$ cat src/rtl/sonar_distance_filter.sv
// Converts a ranger echo-width cycle count to centimetres with a restoring divider,
// smooths it with a 4-sample moving average and drives a hysteretic proximity flag.
module sonar_distance_filter #(
    parameter int unsigned COUNT_WIDTH   = 23,
    parameter int unsigned DIST_WIDTH    = 9,
    parameter int unsigned CYCLES_PER_CM = 2900,
    parameter int unsigned NEAR_CM       = 15,
    parameter int unsigned HYST_CM       = 5
) (
    input  logic                   clk,
    input  logic                   reset_all,
    input  logic [COUNT_WIDTH-1:0] count_in,
    input  logic                   count_ready_in,
    output logic [DIST_WIDTH-1:0]  distance_out,
    output logic                   distance_valid_out,
    output logic [DIST_WIDTH-1:0]  raw_distance_out,
    output logic                   near_out,
    output logic                   busy_out,
    output logic                   missed_out
);

    localparam int unsigned REM_W  = $clog2(CYCLES_PER_CM) + 1;
    localparam int unsigned STEP_W = $clog2(COUNT_WIDTH + 1);
    localparam int unsigned SUM_W  = DIST_WIDTH + 2;
    localparam logic [COUNT_WIDTH-1:0] DIST_MAX = COUNT_WIDTH'({DIST_WIDTH{1'b1}});

    typedef enum logic [1:0] {
        S_IDLE,
        S_DIVIDE,
        S_AVERAGE,
        S_PUBLISH
    } state_t;

    state_t                 state;
    logic                   ready_q;
    logic [COUNT_WIDTH-1:0] dividend;
    logic [COUNT_WIDTH-1:0] quotient;
    logic [REM_W-1:0]       remainder;
    logic [STEP_W-1:0]      step;
    logic [DIST_WIDTH-1:0]  window [4];
    logic [1:0]             wr_ptr;
    logic [SUM_W-1:0]       sum;
    logic                   primed;

    logic                   capture_c;
    logic [REM_W:0]         trial_c;
    logic                   sub_ok_c;
    logic [REM_W-1:0]       rem_next_c;
    logic [DIST_WIDTH-1:0]  sat_c;
    logic [SUM_W-1:0]       sum_upd_c;
    logic [DIST_WIDTH-1:0]  avg_c;

    // One restoring-division step and the averaging arithmetic
    assign capture_c  = count_ready_in & ~ready_q;
    assign trial_c    = {remainder, dividend[COUNT_WIDTH-1]};
    assign sub_ok_c   = trial_c >= (REM_W+1)'(CYCLES_PER_CM);
    assign rem_next_c = sub_ok_c ? REM_W'(trial_c - (REM_W+1)'(CYCLES_PER_CM))
                                 : REM_W'(trial_c);
    assign sat_c      = (quotient > DIST_MAX) ? {DIST_WIDTH{1'b1}}
                                              : quotient[DIST_WIDTH-1:0];
    assign sum_upd_c  = sum - SUM_W'(window[wr_ptr]) + SUM_W'(sat_c);
    assign avg_c      = sum[SUM_W-1:2];

    always_ff @(posedge clk or negedge reset_all) begin
        if (!reset_all) begin
            state              <= S_IDLE;
            ready_q            <= 1'b1;
            dividend           <= '0;
            quotient           <= '0;
            remainder          <= '0;
            step               <= '0;
            for (int i = 0; i < 4; i++) window[i] <= '0;
            wr_ptr             <= '0;
            sum                <= '0;
            primed             <= 1'b0;
            distance_out       <= '0;
            distance_valid_out <= 1'b0;
            raw_distance_out   <= '0;
            near_out           <= 1'b0;
            busy_out           <= 1'b0;
            missed_out         <= 1'b0;
        end else begin
            ready_q            <= count_ready_in;
            distance_valid_out <= 1'b0;
            missed_out         <= capture_c && (state != S_IDLE);

            case (state)
                S_IDLE: begin
                    if (capture_c) begin
                        dividend  <= count_in;
                        quotient  <= '0;
                        remainder <= '0;
                        step      <= STEP_W'(COUNT_WIDTH);
                        busy_out  <= 1'b1;
                        state     <= S_DIVIDE;
                    end
                end

                S_DIVIDE: begin
                    remainder <= rem_next_c;
                    quotient  <= {quotient[COUNT_WIDTH-2:0], sub_ok_c};
                    dividend  <= {dividend[COUNT_WIDTH-2:0], 1'b0};
                    step      <= step - STEP_W'(1);
                    if (step == STEP_W'(1)) state <= S_AVERAGE;
                end

                S_AVERAGE: begin
                    raw_distance_out <= sat_c;
                    if (!primed) begin
                        // First sample seeds the whole window so the average starts settled
                        for (int i = 0; i < 4; i++) window[i] <= sat_c;
                        sum    <= {sat_c, 2'b00};
                        primed <= 1'b1;
                    end else begin
                        sum            <= sum_upd_c;
                        window[wr_ptr] <= sat_c;
                        wr_ptr         <= wr_ptr + 2'd1;
                    end
                    state <= S_PUBLISH;
                end

                S_PUBLISH: begin
                    distance_out       <= avg_c;
                    distance_valid_out <= 1'b1;
                    if (avg_c < DIST_WIDTH'(NEAR_CM))
                        near_out <= 1'b1;
                    else if (avg_c >= DIST_WIDTH'(NEAR_CM + HYST_CM))
                        near_out <= 1'b0;
                    busy_out <= 1'b0;
                    state    <= S_IDLE;
                end

                default: state <= S_IDLE;
            endcase
        end
    end

endmodule
$ cat config.mk
export PLATFORM = sky130hd
export DESIGN_NAME = sonar_distance_filter
export DESIGN_NICKNAME = d
export VERILOG_FILES = /design/src/rtl/sonar_distance_filter.sv
export SDC_FILE = /design/constraint.sdc
export NUM_CORES = 1
export LEC_CHECK = 0
export CORE_MARGIN = 5
export CORE_UTILIZATION = 65
export CTS_BUF_LIST = sky130_fd_sc_hd__clkbuf_4
export CTS_CLUSTER_SIZE = 30
export DETAILED_ROUTE_END_ITERATION = 7
export DONT_BUFFER_PORTS = 1
export PLACE_DENSITY = 0.81
export SLEW_MARGIN = 25
export SYNTH_ARGS = -nofsm -noshare
export SYNTH_HDL_FRONTEND = slang
export SYNTH_SLANG_ARGS = --single-unit
$ cat constraint.sdc
create_clock -name clk -period 7.55 [get_ports clk]
set_clock_uncertainty 0.15 [all_clocks]
set_input_delay 1.1325 -clock clk [delete_from_list [all_inputs] [get_ports clk]]
set_output_delay 1.1325 -clock clk [all_outputs]
set_load 0.01 [all_outputs]
* Yosys cells after proc, flatten, opt, wreduce, memory -nomap -nowiden
Index checks and enable logic that the tools add are counted.
** Cells by class
- $add $sub $neg :: 5
- Order comparisons :: 6
- Equal/unequal tests :: 6
- Muxes and demuxes :: 26
- Bitwise gates (word level) :: 3
- Reduce and logical (&&, ||, !) cells :: 12
** Operators by type and width (count)
- one-hot mux 23 bit (2 select lines) :: 2
- 2-to-1 mux 23 bit :: 2
- bitwise mux 36 bit :: 1
- 2-to-1 mux 36 bit :: 1
- 2-to-1 mux 9 bit :: 4
- 2-to-1 mux 13 bit :: 2
- one-hot mux 13 bit (2 select lines) :: 1
- > comparator 23 x 9 -> 1 bit (second input constant) :: 1
- binary-select mux 9 bit (select 2 bit) :: 1
- demux 9 bit (select 2 bit) :: 1
- >= comparator 14 x 12 -> 1 bit (second input constant) :: 1
- subtractor 13 x 12 -> 13 bit (second input constant) :: 1
- adder 11 x 9 -> 11 bit :: 1
- 2-to-1 mux 11 bit :: 1
- subtractor 11 x 9 -> 11 bit :: 1
- one-hot mux 5 bit (2 select lines) :: 1
- AND reduction 2 bit :: 5
- >= comparator 9 x 5 -> 1 bit (second input constant) :: 1
- less-than comparator 9 x 4 -> 1 bit (second input constant) :: 1
- one-hot mux 2 bit (4 select lines) :: 1
- nonzero test 2 bit :: 4
- equality test 5 x 1 -> 1 bit (second input constant) :: 1
- 2-to-1 mux 5 bit :: 1
- subtractor 5 x 1 -> 5 bit (second input constant) :: 1
- other kinds (14) :: 21
** Storage, ports and cells
- Bits in registers :: 139
- Word-level logic and storage cells :: 77

* Depth between registers and ports, before layout
- Depth in word-level cells :: 7
- Depth in mapped cells :: 14

* Worst setup path before layout
Ideal clock, no wire load.
- Kind :: flip-flop to flip-flop
- Start point :: reg wr_ptr[0]
- End point :: reg sum[7]
- Data arrival time :: 3143 ps
- Required time :: 7275 ps
- Slack :: 4132 ps
- Stages on the path, launching flop included :: 12
- Period minus slack after synthesis :: 3418 ps
- Cells stage by stage :: dfrtp_1 > buf_2 > mux4_2 > fa_1 > inv_1 > ha_1 > a21oi_1 > o22ai_1 > o41ai_1 > xor2_1 > o21ai_0 > mux2_2
** On the way
- Longest elaborated chain between the ends :: 7
** Ends and longest elaborated chain
- from (decl) :: RTL line 41 : logic [1:0] wr_ptr;
- from (signal assigned) :: RTL line 117 : wr_ptr <= wr_ptr + 2'd1;
- inverter 2 -> 3 bit (not written as such) :: RTL line 61 : assign sum_upd_c = sum - SUM_W'(window[wr_ptr]) + SUM_W'(sat_c);
- binary-select mux 9 bit (select 2 bit) :: RTL line 61
- 2-to-1 mux 9 bit (not written as such) (2 in series) :: RTL line 61
- subtractor 11 x 9 -> 11 bit :: RTL line 61
- adder 11 x 9 -> 11 bit :: RTL line 61
- 2-to-1 mux 11 bit :: RTL line 109 : if (!primed) begin
- to (signal assigned) :: RTL line 112 : sum <= {sat_c, 2'b00};
- to (signal assigned) :: RTL line 115 : sum <= sum_upd_c;
- to (decl) :: RTL line 42 : logic [SUM_W-1:0] sum;
Every way passes these cells. The select of a mux whose other input is x is not followed.
A chain may end at the register's enable or synchronous reset.

* Worst setup path in the final report
- Start point :: reg quotient[14]
- End point :: reg sum[8]
** On the way
- Longest elaborated chain between the ends :: 4
** Ends and longest elaborated chain
- from (decl) :: RTL line 37 : logic [COUNT_WIDTH-1:0] quotient;
- from (signal assigned) :: RTL line 101 : quotient <= {quotient[COUNT_WIDTH-2:0], sub_ok_c};
- > comparator 23 x 9 -> 1 bit * :: RTL line 59 : assign sat_c = (quotient > DIST_MAX) ? {DIST_WIDTH{1'b1}}
- 2-to-1 mux 9 bit * :: RTL line 59
- adder 11 x 9 -> 11 bit :: RTL line 61
- 2-to-1 mux 11 bit * :: RTL line 109
Every way passes the cells marked *; elsewhere a longest branch is shown, timed or not.

==> metrics.md <==
| Metric | Value |
|---|---|
| Status | `complete, no violations` |
| Post-cts resize count | `0` |
| Worst hold path type | `in -> async` |
| 1st-iter DRT viols | `299` |
| GPL Wtd Cong | `0.9148` |
| Met1 usage | `28.23%` |
| Worst EP arrival | `4.35 ns` |
| Die width | `111.4 um` |
| R2R cell count | `11` |
| Mapped Cells | `622` |
| Ys async rst share | `100.0%` |
| CP Capture Type | `flop` |
| Total GRT Usage | `21.82%` |
| Avg Inst Size Synth | `10.74 um^2` |
| Slew @ Worst Pin | `0.7159 ns` |
| Row cnt | `37` |
| GR Overflow Total | `0` |
| Pre-CTS WS | `3.451 ns` |
| Root Buffer | `clkbuf_4` |
| RSZ-0062 raised after global routing | `false` |
| Maxcap violations | `0` |
| Top delay family on crit path | `simple AND/OR/NAND/NOR gates` |
| Die ar. | `12,400 um^2` |
| CTS max path bufs | `2` |
| Die height | `111.4 um` |
| Setup TNS | `0 ns` |
| Worst R2R Setup Slack | `3.49 ns` |
| CP startpoint kind | `flop` |
| Worst-Skew Late Latency | `0.52 ns` |
| Boundary Pins | `48` |
| Largest net degree at the start of global routing | `140` |
| Most frequent cells in the layout | `dfrtp_1, o21ai_0, nand2_1, inv_1, nor2_1` |
| CTS tree | `built` |
| Pwr Density | `369.7 nW/um^2` |
| Syn nets | `683` |
| Leakage | `3.228 nW` |
| Number of synthesized flops with an enable pin | `0` |
| Via count | `4,506` |
| Fin crit share | `53.74%` |
| Number of global-route vias before repair | `4,728` |
| Worst flop-to-flop path startpoint | `quotient[14]` |
| Final nets | `677` |
| Cell Chain, Critical Path | `nor4_1 -> nand4_2 -> nor2_1 -> fa_1 -> fa_1 -> nand2b_1 -> a21oi_1 -> o2111ai_1 -> a311oi_1 -> a41oi_1 -> o221ai_1` |
| Synth Register Bits | `139` |
| Top cells by area, synth | `dfrtp_1, o21ai_0, ha_1` |
| DP HPWL | `8.791 mm` |
| Final setup violation count | `0` |
| Maximum vdd ir drop | `0.0003567 V` |
| Slew headroom | `52.27%` |
| Hold buffers post-CTS | `0` |
| Clock slew at reported path FFs | `0.11 ns` |
| Ys Warns | `0` |
| Met2 usage | `36.59%` |
| Core Footprint | `10,180 um^2` |
| Routed Antenna Nets | `0` |
| Max Fanout on Critical Path | `10` |
| Slowest CP cell | `fa_1` |
| Commonest non-fill, non-tap cell in the layout | `dfrtp_1` |
| Max Slew Vio Count | `0` |
| First-pass GRT wire length | `22.21 mm` |
| Synth top area share | `51.71%` |
| Synthesized area | `6678 um^2` |
| Kind of critical path | `reg -> reg` |
| Overall Power | `2.579 mW` |
| Initial core utilization | `65.57%` |
| Share of cells above drive strength 1 | `10.83%` |
| Initial DRT Pass Iterations | `6` |
| Crit-path most repeated cell | `fa_1` |
| IO Port Bufs | `0` |
| Worst flop-to-flop path endpoint | `sum[8]` |
| Vias per inst | `5.890` |
| Initial antenna violation count | `1` |
| Area delta synth->final | `4.459%` |
| Finished Core Util | `68.49%` |
| Busiest metal layer after global routing | `met2` |
| Post-synth cell types | `55` |
| Dpl cells | `733` |
| Non-Filler Instances | `765` |
| Setup ws final | `3.493 ns` |
| Final Hold Vio Count | `0` |
| Per-cell routed wire length | `16.55 um` |
| Post-CTS setup buffer count | `0` |
| Register area share after synthesis | `52.11%` |
| Fin crit period | `4.057 ns` |
| CP bufs+invs | `0` |
| Yosys top cell by area | `dfrtp_1` |
| CTS buffer count | `17` |
| Drt drc | `0` |
| CTS H-tree lvls | `4` |
| Critical Path Max Stage Delay | `0.56 ns` |
| Post-synth top flop | `dfrtp_1` |
| Fmax | `246.5 MHz` |
| Total wire length | `12.66 mm` |
| Met3 usage | `5.435%` |
| CTS sink cnt | `139` |
| Req. time, crit path | `7.84 ns` |
power breakdown:
| part | internal, mW | switching (mW) | leakage [nW] |
|---|---|---|---|
| clock | 0.133 | 0.245 | 0.129 |
| sequential | 0.936 | 0.194 | 1.81 |
| combinational | 0.444 | 0.627 | 1.29 |
| total | 1.51 | 1.07 | 3.23 |
flip-flops by register name, summed over array words and instances (netlist names):
register	flops
wr_ptr	2
missed_out	1
busy_out	1
ready_q	1
remainder	13
primed	1
state	2
step	5
sum	11
quotient	23
window	36
near_out	1
raw_distance_out	9
distance_valid_out	1
dividend	23
distance_out	9
worst max-delay path by stage:
stage	from	end	slack, ns	cells past startpoint
detailed placement	quotient[21]	sum[7]	3.45	12
CTS	quotient[18]	sum[7]	3.47	12
floorplan	wr_ptr[0]	sum[7]	4.13	11
global placement	quotient[14]	sum[7]	3.61	12
global route	quotient[18]	sum[7]	3.08	12
finish	quotient[14]	sum[8]	3.49	11
area by class of cell:
type | instances | area (um^2)
tap | 136 | 170.2
multi-input combinational | 404 | 2899
timing repair buffer | 4 | 30.03
clock inverter | 11 | 56.30
sequential | 139 | 3480
fill | 773 | 3209
antenna | 1 | 2.502
inverter | 50 | 187.7
clock buffer | 20 | 150.1
cell usage after synthesis, drive strengths merged, types with 4 or more instances:
| master | instances |
|---|---|
| o21ai | 81 |
| o21bai | 4 |
| ha | 26 |
| o41ai | 4 |
| o22ai | 5 |
| mux2 | 11 |
| fa | 9 |
| nor4 | 4 |
| xnor2 | 7 |
| a222oi | 9 |
| mux4 | 9 |
| buf | 13 |
| a22o | 26 |
| nand2b | 9 |
| xor2 | 9 |
| o21a | 4 |
| nand3 | 6 |
| dfrtp | 138 |
| inv | 50 |
| mux2i | 14 |
| a21oi | 27 |
| clkbuf | 16 |
| nor2 | 36 |
| nand2 | 69 |
| a31oi | 4 |
cell families after synthesis:
kind of cell / share of synthesized area (%)
xor gates and xnor gates: 2.099
and+or+nand+nor: 9.369
adders and majority gates: 7.570
buffers and inverters: 4.778
DFF: 52.11
muxes: 6.989
AOI/OAI and AO/OA: 17.09
metrics by stage:
step	instance area (um^2)	hold slack (ns)
4_1_cts	6958	0.1021
3_5_place_dp	6751	0.3161
5_1_grt	6975	0.07670
2_1_floorplan	6678	0.2946
3_3_place_gp	6751	0.3073
6_report	6975	0.1393
routing by layer:
| metal | part of all wire (%) | vias to the layer above |
|---|---|---|
| met5 | 0 | - |
| met3 | 4.6 | 15 |
| met4 | 1.2 | 0 |
| met2 | 51 | 95 |
| li1 | - | 2180 |
| met1 | 43 | 2216 |
No activity file was read; power rests on OpenSTA's default activity.
